### config.mk
export PLATFORM = sky130hd
export DESIGN_NAME = bcd_to_bin
export DESIGN_NICKNAME = d
export VERILOG_FILES = /design/src/rtl/bcd_pkg.sv /design/src/rtl/bcd_digit_rcorr.sv /design/src/rtl/bcd_to_bin.sv
export SDC_FILE = /design/constraint.sdc
export NUM_CORES = 1
export LEC_CHECK = 0
export CELL_PAD_IN_SITES_DETAIL_PLACEMENT = 0
export CELL_PAD_IN_SITES_GLOBAL_PLACEMENT = 1
export CORE_ASPECT_RATIO = 0.9
export CORE_MARGIN = 8
export CORE_UTILIZATION = 37
export DETAILED_ROUTE_END_ITERATION = 16
export PLACE_DENSITY = 0.82
export SYNTH_ARGS = -nofsm -noshare
export SYNTH_HDL_FRONTEND = slang
export SYNTH_SLANG_ARGS = --single-unit
### constraint.sdc
create_clock -name clk -period 1.71 [get_ports clk]
set_input_delay 0.342 -clock clk [delete_from_list [all_inputs] [get_ports clk]]
set_output_delay 0.342 -clock clk [all_outputs]
set_load 0.01 [all_outputs]
### src/rtl/bcd_pkg.sv
// Shared BCD constants and state encoding for the BCD conversion blocks.
//
// Contents:
//   BCD_DIG_W   width of one packed BCD digit
//   BCD_MAX     largest legal digit value
//   RDD_THRESH  reverse double-dabble correction threshold
//   RDD_CORR    reverse double-dabble correction amount
//   ST_IDLE/ST_SHIFT/ST_FIN and state_t, the state encoding shared with the encoder side
package bcd_pkg;

    localparam int         BCD_DIG_W  = 4;
    localparam logic [3:0] BCD_MAX    = 4'd9;
    localparam logic [3:0] RDD_THRESH = 4'd8;
    localparam logic [3:0] RDD_CORR   = 4'd3;

    localparam logic [1:0] ST_IDLE  = 2'd0;
    localparam logic [1:0] ST_SHIFT = 2'd1;
    localparam logic [1:0] ST_FIN   = 2'd2;

    typedef enum logic [1:0] {
        IDLE  = ST_IDLE,
        SHIFT = ST_SHIFT,
        FIN   = ST_FIN
    } state_t;

endpackage

### src/rtl/bcd_digit_rcorr.sv
// Reverse double-dabble digit correction for one BCD digit.
//
// Ports:
//   din   in   4   digit field after the right shift
//   dout  out  4   corrected digit: din-3 when din >= 8, else din
//
// A digit >= 8 after the shift means a "ten" crossed in from the digit above
// and arrived as weight 8; subtracting 3 turns that 8 into the correct 5.
module bcd_digit_rcorr
    import bcd_pkg::*;
(
    input  logic [3:0] din,
    output logic [3:0] dout
);

    always_comb begin
        dout = din;
        if (din >= RDD_THRESH) begin
            dout = din - RDD_CORR;
        end
    end

endmodule

### src/rtl/bcd_to_bin.sv
// Sequential BCD-to-binary converter (reverse double-dabble).
//
// Ports:
//   clk        in   1         clock, all logic on posedge
//   rst        in   1         synchronous active-high reset; aborts a conversion without done
//   start      in   1         conversion request, sampled only when busy=0 (IDLE or FIN)
//   bcd        in   4*NDIG    packed BCD digits, units in [3:0]; captured on an accepted start
//   bin        out  BIN_W     binary result, held until the next done
//   busy       out  1         high exactly during SHIFT cycles
//   done       out  1         one-cycle pulse, bin/err valid
//   err        out  1         valid with done; 1 = some input digit was > 9
//   state_dbg  out  2         current FSM state encoding
//
// Handshake: a request is accepted on any clock edge where start=1 and busy=0;
// the conversion then runs without further input (start and bcd are ignored
// while busy) and finishes with a single-cycle done pulse. start may be held
// high through the done cycle to chain conversions with no idle gap.
module bcd_to_bin
    import bcd_pkg::*;
#(
    parameter int NDIG  = 4,
    parameter int BIN_W = 16
) (
    input  logic                     clk,
    input  logic                     rst,
    input  logic                     start,
    input  logic [BCD_DIG_W*NDIG-1:0] bcd,
    output logic [BIN_W-1:0]         bin,
    output logic                     busy,
    output logic                     done,
    output logic                     err,
    output logic [1:0]               state_dbg
);

    localparam int BCD_W  = BCD_DIG_W * NDIG;
    localparam int WORK_W = BCD_W + BIN_W;
    localparam int CNT_W  = $clog2(BIN_W + 1);

    state_t              state, state_nxt;
    logic [CNT_W-1:0]    cnt;
    logic [WORK_W-1:0]   work;
    logic [WORK_W-1:0]   work_shr;
    logic [WORK_W-1:0]   work_corr;
    logic                bcd_bad;
    logic                last_shift;

    // Any digit above 9 makes the whole input invalid.
    always_comb begin
        bcd_bad = 1'b0;
        for (int k = 0; k < NDIG; k++) begin
            if (bcd[BCD_DIG_W*k +: BCD_DIG_W] > BCD_MAX) begin
                bcd_bad = 1'b1;
            end
        end
    end

    // Binary bits drain out of the BCD field into the low part; only the
    // BCD digit fields need correcting after each shift.
    assign work_shr = work >> 1;
    assign work_corr[BIN_W-1:0] = work_shr[BIN_W-1:0];

    for (genvar g = 0; g < NDIG; g++) begin : g_rcorr
        bcd_digit_rcorr u_rcorr (
            .din  (work_shr [BIN_W + BCD_DIG_W*g +: BCD_DIG_W]),
            .dout (work_corr[BIN_W + BCD_DIG_W*g +: BCD_DIG_W])
        );
    end

    assign last_shift = (cnt == CNT_W'(1));

    always_comb begin
        state_nxt = state;
        case (state)
            IDLE, FIN: begin
                state_nxt = IDLE;
                if (start) begin
                    state_nxt = bcd_bad ? FIN : SHIFT;
                end
            end
            SHIFT: begin
                if (last_shift) begin
                    state_nxt = FIN;
                end
            end
            default: state_nxt = IDLE;
        endcase
    end

    assign busy      = (state == SHIFT);
    assign done      = (state == FIN);
    assign state_dbg = state;

    // bin/err are loaded on the edge that enters FIN so they are already
    // valid while done is high.
    always_ff @(posedge clk) begin
        if (rst) begin
            state <= IDLE;
            cnt   <= '0;
            work  <= '0;
            bin   <= '0;
            err   <= 1'b0;
        end else begin
            state <= state_nxt;
            case (state)
                IDLE, FIN: begin
                    if (start) begin
                        if (bcd_bad) begin
                            bin <= '0;
                            err <= 1'b1;
                        end else begin
                            work <= {bcd, {BIN_W{1'b0}}};
                            cnt  <= CNT_W'(BIN_W);
                        end
                    end
                end
                SHIFT: begin
                    work <= work_corr;
                    cnt  <= cnt - CNT_W'(1);
                    if (last_shift) begin
                        bin <= work_corr[BIN_W-1:0];
                        err <= 1'b0;
                    end
                end
                default: ;
            endcase
        end
    end

endmodule

==> results of run 1 <==
-- cell families after synthesis --
group / Yosys count
multiplexers: 2
flip-flops: 55
buffers and inverters: 26
adder cells (fa/ha/maj): 8
XOR/XNOR: 8
AO/OA/AOI/OAI: 89
AND/OR/NAND/NOR: 44
-- synth_stat cells, types with 6 or more instances --
master,number,area share
sky130_fd_sc_hd__a21oi_1,8,0.017
sky130_fd_sc_hd__clkbuf_1,6,0.0095
sky130_fd_sc_hd__nand3_1,12,0.025
sky130_fd_sc_hd__a311oi_1,11,0.040
sky130_fd_sc_hd__a22o_2,11,0.046
sky130_fd_sc_hd__dfxtp_1,55,0.46
sky130_fd_sc_hd__inv_1,9,0.014
sky130_fd_sc_hd__nor2_1,11,0.017
sky130_fd_sc_hd__o21ai_0,19,0.040
sky130_fd_sc_hd__ha_1,8,0.042
sky130_fd_sc_hd__a22o_1,20,0.074
sky130_fd_sc_hd__xnor2_1,7,0.026
sky130_fd_sc_hd__nand2_1,6,0.0095
-- power by group through the flow --
stage	Sequential [mW]	Clock (mW)	Combinational, mW
after floorplan	1.37	0	0.185
after global placement	1.38	0	0.327
after detailed placement	1.38	0	0.328
after CTS	1.35	0.898	0.334
after global routing	1.36	0.944	0.382
final	1.35	0.877	0.349
-- how the worst min path moves through the flow --
stage | start | to | slack (ns) | cells past startpoint
finish | err | err | 0.49 | 2
global route | bin[4] | bin[4] | 0.51 | 1
CTS | bin[9] | bin[9] | 0.49 | 1
detailed placement | bin[11] | bin[11] | 0.46 | 1
global placement | bin[9] | bin[9] | 0.46 | 1
floorplan | work[1] | work[1] | 0.44 | 1
-- metal layers --
layer | share of wire | up-vias
met1 | 0.45 | 947
met4 | 0.013 | 0
met3 | 0.048 | 5
met2 | 0.49 | 49
li1 | - | 986
met5 | 0 | -
-- flip-flops by register name, indices dropped and copies added (netlist names) --
signal,cells
err,1
cnt,5
state_dbg,2
work,31
bin,16
-- worst min-delay path: cells and delay by family, from the launching register on --
family	cells	cell delay (ns)
flops	1	0.32
compound gates	2	0.13
-- final cells by class --
type                    count  area share
multi-input cells         151       0.370
flip-flops and latches     55       0.336
clock buffers               5      0.0209
repair buffers             71       0.215
clock inverters             3      0.0141
inverters                   9      0.0103
well taps                  87      0.0331
-- timing repair --
item | 4_1_cts | 5_1_grt
gates cloned | 1 | 0
endpoints found under the setup margin | 45 | 46
buffers inserted | 2 | 2
resized for setup | 12 | 20
pin swaps | 2 | 13
==> parameters.txt, run 1 <==
Parameter                              Value

Placement
  Number of buffers inserted by port buffering    39
  Post-place instance area    3010 um2
  Post-placement setup slack    -0.422 ns
  Detailed placer's ending HPWL    3900 um
  Final weighted congestion in routability-driven placement    0.764
  Cell Count Post-Placement    368

Logic synthesis
  Arithmetic-cell share of the synthesized area counting full adders, half adders and majority gates    0.0421
  Fraction of synthesized area in multiplexers    0.00894
  Cell count after synthesis    232
  Net count after synthesis    259
  Main synth FF type    sky130_fd_sc_hd__dfxtp_1
  Yosys synthesis warning count    0
  Share of synthesized flip-flops with an asynchronous set or reset    0
  Post-Synth Simple-Gate Area    0.106
  Share of the synthesized netlist area taken by xor and xnor gates    0.0294
  Compound-cell area share of the yosys netlist    0.292
  Average cell area after synthesis    10.3 um2
  Number of flops mapped to enable cells by yosys    0
  Main combinational cell family by area after synthesis    compound AO/OA/AOI/OAI gates
  Number of unique standard cell types used by synthesis    38
  Post-synthesis sequential area ratio    0.463
  Number of register bits inferred by synthesis    55
  Synth Cell Area    2380 um2

STA
  Headroom to the max-slew limit    0.588
  Clock period minus worst slack    1.70 ns
  Count of final max-slew check failures    0
  Setup TNS after final layout    0 ns
  Setup repair after global routing missed its margin    true
  Clock tree skew after final layout    0.0112 ns
  Final setup violating endpoints    0
  Worst-case setup margin in the final layout    0.00929 ns
  Peak Freq    588 MHz
  Final count of hold timing violations    0
  Smallest hold slack    0.489 ns
  Worst slew pin tran    0.618 ns
  Ratio of final minimum period to clock period    0.995

Finish
  Filler-free cell count of the finished design    381
  Number of diodes    0
  Fill cell count    564
  Layout cells sized above 1    0.235
  Final nets    320
  Post-synthesis to final-layout area growth    38.3%
  Final non-filler cell area    3290 um2
  Commonest cells after routing, fill and taps aside    sky130_fd_sc_hd__dfxtp_1 (51), sky130_fd_sc_hd__clkdlybuf4s50_1 (37), sky130_fd_sc_hd__buf_4 (23), sky130_fd_sc_hd__a22o_1 (20), sky130_fd_sc_hd__o21ai_0 (15)
  Leading cell type in the layout, fill and taps excluded    sky130_fd_sc_hd__dfxtp_1
  Total area of multi-input combinational cells    1220 um2
  Area taken by flip-flops and latches    1110 um2
  Layout Utilization    0.532

Global route
  All-Layer GR Usage    0.119
  Number of antenna violations at the first check in global routing    0
  Number of global-route vias before repair    1771
  First-pass GRT wire length    9000 um
  Total gr overflow    0
  GRT busiest layer    met2
  GR Layer Usage met2    0.186
  Met3 global-route usage    0.0264
  Pin count of the biggest net entering global routing    23
  Met1 track demand over resource in global routing    0.157

Clock tree
  Sinks on Clock Net    55
  Clock network latency to the later pin of the worst-skew pair    0.31 ns
  Cell at the root of the clock tree    sky130_fd_sc_hd__clkbuf_8
  Max Buffers Root-to-Sink    2
  Hold buffers post-CTS    0
  Clock-pin slew reported for the worst setup and hold paths after clock tree synthesis    0.10 ns
  Number of levels the H-tree was split into    2
  TritonCTS Buffers    5
  Clock tree from TritonCTS    done

Worst setup path
  Crit. Startpoint    cnt[1]
  Logic depth of the worst setup path including buffers    8
  Critical path arrival    1.95 ns
  Number of cells on the worst reg-to-reg path    8
  Largest delay share family, worst path    simple AND/OR/NAND/NOR gates
  Required time worst endpoint    1.96 ns
  Element type at the critical path end    flop
  Maximum net fanout on the critical path    8
  Crit-path max cell delay    0.48 ns
  Cell with the largest stage delay on the worst path    sky130_fd_sc_hd__or4b_4
  Category of the critical setup timing path    reg -> reg
  Worst setup endpoint    bin[7]
  Buf+Inv Stages, Crit Path    4
  Register-to-register setup slack    0.009 ns
  Worst-path cell chain    inv_2 -> ha_4 -> or4b_4 -> buf_6 -> nor3_4 -> buf_6 -> buf_12 -> a22o_1
  CP dominant cell by count    sky130_fd_sc_hd__buf_6
  FF-to-FF End    bin[7]
  Beginning of the worst register-to-register path    cnt[1]
  Startpoint Class    flop

Floorplanning
  Die Span X    101 um
  I/O pins    40
  Number of placement rows    27
  Effective utilization at floorplan    0.385
  Vert. Die Dim    92.1 um
  Core Area    6180 um2
  Die area    9260 um2

Routing
  DRC marker count from the first detailed-route iteration    87
  Residual DRC    0
  DR vias    1987
  Count of antenna-violating nets left after detailed routing    0
  Average vias per placed instance    5.22
  Routed WL per cell    14.9 um
  Aggregate routed wire length    5690 um
  Total iterations of the first detailed-routing run    4

Pwr
  Total net switching power    0.638 mW
  Internal power    1.94 mW
  Worst-case vdd ir drop    0.000364 V
  Post-layout power    2.58 mW
  Static leakage    1.31 nW
  Pwr per Cell Area    784 nW/um2
  Fraction of power consumed by combinational cells    0.135
  Sequential cell fraction of total power    0.525
  Sw Ratio    0.248
  Part of the total power dissipated in the clock network    0.340

Outcome
  Status    completed

Min path
  Hold Crit Class    reg -> reg

Flow run
  Count of max-cap constraint violations    0
(Power assumes the default switching activity.)
==> run 2: changes to the inputs <==
Settings changed: CAP_MARGIN set to 20.
==> run 2 against run 1 <==
Sequential cell count stayed put. Utilization shrank 0.22 points. Final cell count unchanged. Critical path depth is the same. Fmax fell by 0.13%. Non-clock buffer count unchanged. Sequential power hardly changed. Worst setup slack worse by 0.0022 ns. Via count shrank 0.40%. Count of clock-buffer cells in the layout stayed put. Register-to-register slack about the same. Largest cell class unchanged. Largest power group unchanged.
==> parameters.txt, run 2 (synthesis gave the netlist of run 1 again) <==
Parameter                              Value

Global route
  Pin count of the biggest net entering global routing    23 (unchanged)
  Total gr overflow    0 (unchanged)
  All-Layer GR Usage    0.119 (unchanged)
  Number of antenna violations at the first check in global routing    0 (unchanged)
  First-pass GRT wire length    9000 um (unchanged)
  Number of global-route vias before repair    1771 (unchanged)

Clock tree
  Cell at the root of the clock tree    sky130_fd_sc_hd__clkbuf_8
  Sinks on Clock Net    55 (unchanged)
  Clock-pin slew reported for the worst setup and hold paths after clock tree synthesis    0.10 ns (about the same)
  Clock network latency to the later pin of the worst-skew pair    0.31 ns (about the same)
  Hold buffers post-CTS    0 (unchanged)
  Max Buffers Root-to-Sink    2 (unchanged)
  Number of levels the H-tree was split into    2 (unchanged)
  TritonCTS Buffers    5 (unchanged)
  Clock tree from TritonCTS    done

Floorplanning
  Effective utilization at floorplan    0.385 (unchanged)
  Vert. Die Dim    92.1 um (unchanged)
  Die area    9260 um2 (unchanged)
  Die Span X    101 um (unchanged)
  Number of placement rows    27 (unchanged)
  I/O pins    40 (unchanged)
  Core Area    6180 um2 (unchanged)

Placement
  Post-place instance area    3010 um2 (unchanged)
  Post-placement setup slack    -0.422 ns (unchanged)
  Number of buffers inserted by port buffering    39 (unchanged)
  Detailed placer's ending HPWL    3900 um (unchanged)
  Final weighted congestion in routability-driven placement    0.764 (unchanged)

Routing
  DRC marker count from the first detailed-route iteration    103 (+18%)
  Residual DRC    0 (unchanged)
  Routed WL per cell    14.9 um (-0.46%)
  Detailed-routed wire length on met2    2740 um (-1.7%)
  Met1 wire length    2660 um (+3.9%)
  DR WL met3    191 um (-30%)
  Aggregate routed wire length    5660 um (-0.46%)
  Average vias per placed instance    5.19 (-0.40%)
  Count of antenna-violating nets left after detailed routing    0 (unchanged)
  Total iterations of the first detailed-routing run    4 (unchanged)
  DR vias    1979 (-0.40%)
  Uppermost signal routing layer after detailed routing    met4

STA
  Ratio of final minimum period to clock period    0.996 (+0.00126)
  Count of final max-slew check failures    0 (unchanged)
  Clock period minus worst slack    1.70 ns (+0.00216 ns)
  Final count of hold timing violations    0 (unchanged)
  Worst-case setup margin in the final layout    0.00713 ns (-0.00216 ns)
  Smallest hold slack    0.489 ns (-0.000218 ns)
  Worst slew pin tran    0.342 ns (-0.276 ns)
  Setup TNS after final layout    0 ns (unchanged)
  Peak Freq    587 MHz (-0.13%)
  Setup repair after global routing missed its margin    true
  Final setup violating endpoints    0 (unchanged)
  Clock tree skew after final layout    0.0105 ns (-0.000694 ns)
  Headroom to the max-slew limit    0.770 (+0.183)

Worst setup path
  Maximum net fanout on the critical path    8 (unchanged)
  Critical path arrival    1.96 ns (about the same)
  Element type at the critical path end    flop
  Required time worst endpoint    1.96 ns (about the same)
  Startpoint Class    flop
  Category of the critical setup timing path    reg -> reg

Pwr
  Static leakage    1.31 nW (about the same)
  Worst-case vdd ir drop    0.000366 V (+0.38%)
  Pwr per Cell Area    785 nW/um2 (+0.19%)

Finish
  Layout cells sized above 1    0.228 (-0.00680)
  Post-synthesis to final-layout area growth    37.7%
  Largest register FFs    31 (unchanged)
  Final non-filler cell area    3280 um2 (-0.42%)
  Registers with the most flip-flops    work x31, bin x16, cnt x5
  Largest register by flop count    work
  Final nets    320 (unchanged)
  Total area of multi-input combinational cells    1220 um2 (-0.21%)
  Commonest cells after routing, fill and taps aside    sky130_fd_sc_hd__dfxtp_1 (51), sky130_fd_sc_hd__clkdlybuf4s50_1 (37), sky130_fd_sc_hd__buf_4 (26), sky130_fd_sc_hd__a22o_1 (20), sky130_fd_sc_hd__o21ai_0 (15)
  Number of diodes    0 (unchanged)
  Fill cell count    566 (+0.35%)
  Area taken by flip-flops and latches    1110 um2 (unchanged)
  Leading cell type in the layout, fill and taps excluded    sky130_fd_sc_hd__dfxtp_1

Outcome
  Status    completed

Flow run
  Count of max-cap constraint violations    0 (unchanged)

Min path
  Hold Crit Class    reg -> reg
[run 2: cell types whose count changed in the layout (fill, tap and decap cells not counted)]
cell,previous run,this run
sky130_fd_sc_hd__buf_4,23,26
sky130_fd_sc_hd__buf_6,5,2
sky130_fd_sc_hd__inv_1,7,8
sky130_fd_sc_hd__inv_2,2,1
sky130_fd_sc_hd__nor2_1,10,11
sky130_fd_sc_hd__nor2_2,1,0
[run 2: power by group]
group / switching (mW) / internal (mW)
clock: 0.436 / 0.442
combinational: 0.164 / 0.177
sequential: 0.0369 / 1.32
total: 0.638 / 1.94
[run 2: per-layer routing]
layer | up-vias | GRT usage
met4 | 0 | 0.0415
li1 | 987 | -
met2 | 26 | 0.186
met1 | 961 | 0.157
met3 | 5 | 0.0264
met5 | - | 0
[run 2: area by class of cell]
| type | count | share of cell area |
|---|---|---|
| sequential | 55 | 0.338 |
| clock inverter | 3 | 0.0141 |
| timing repair buffer | 71 | 0.213 |
| multi-input combinational | 151 | 0.371 |
| clock buffer | 5 | 0.0210 |
| tap | 87 | 0.0332 |
| inverter | 9 | 0.0103 |
[run 2: per-stage QoR]
step                cells  utilization  total power [mW]
detailed placement    368        0.487              1.71
finish                381        0.530              2.57
CTS                   379        0.516              2.58
global route          381        0.530              2.68
floorplan             232            -              1.56
global placement      368        0.487              1.71
[run 2: critical path, cell delays in order, from the launching register on]
cell,delay (ns)
sky130_fd_sc_hd__dfxtp_2,0.34
sky130_fd_sc_hd__inv_2,0.07
sky130_fd_sc_hd__ha_4,0.12
sky130_fd_sc_hd__or4b_4,0.48
sky130_fd_sc_hd__buf_6,0.14
sky130_fd_sc_hd__nor3_4,0.10
sky130_fd_sc_hd__buf_6,0.14
sky130_fd_sc_hd__buf_12,0.12
sky130_fd_sc_hd__a22o_1,0.14
[run 2: final timing paths]
kind / start / endpoint / slack [ns] / cells past startpoint
worst max-delay path: cnt[1] / bin[7] / 0.007 / 8
worst min-delay path: err / err / 0.49 / 2
worst max register to register: cnt[1] / bin[7] / 0.007 / 8
worst min register to register: err / err / 0.49 / 2
[run 2: what timing repair did]
| action | CTS | global route |
|---|---|---|
| cloned | 1 | 0 |
| gates resized for setup | 12 | 15 |
| buffers inserted | 2 | 1 |
| pin swaps | 2 | 11 |
| endpoints found under the setup margin | 45 | 43 |
| endpoints found under the hold margin | 0 | 0 |
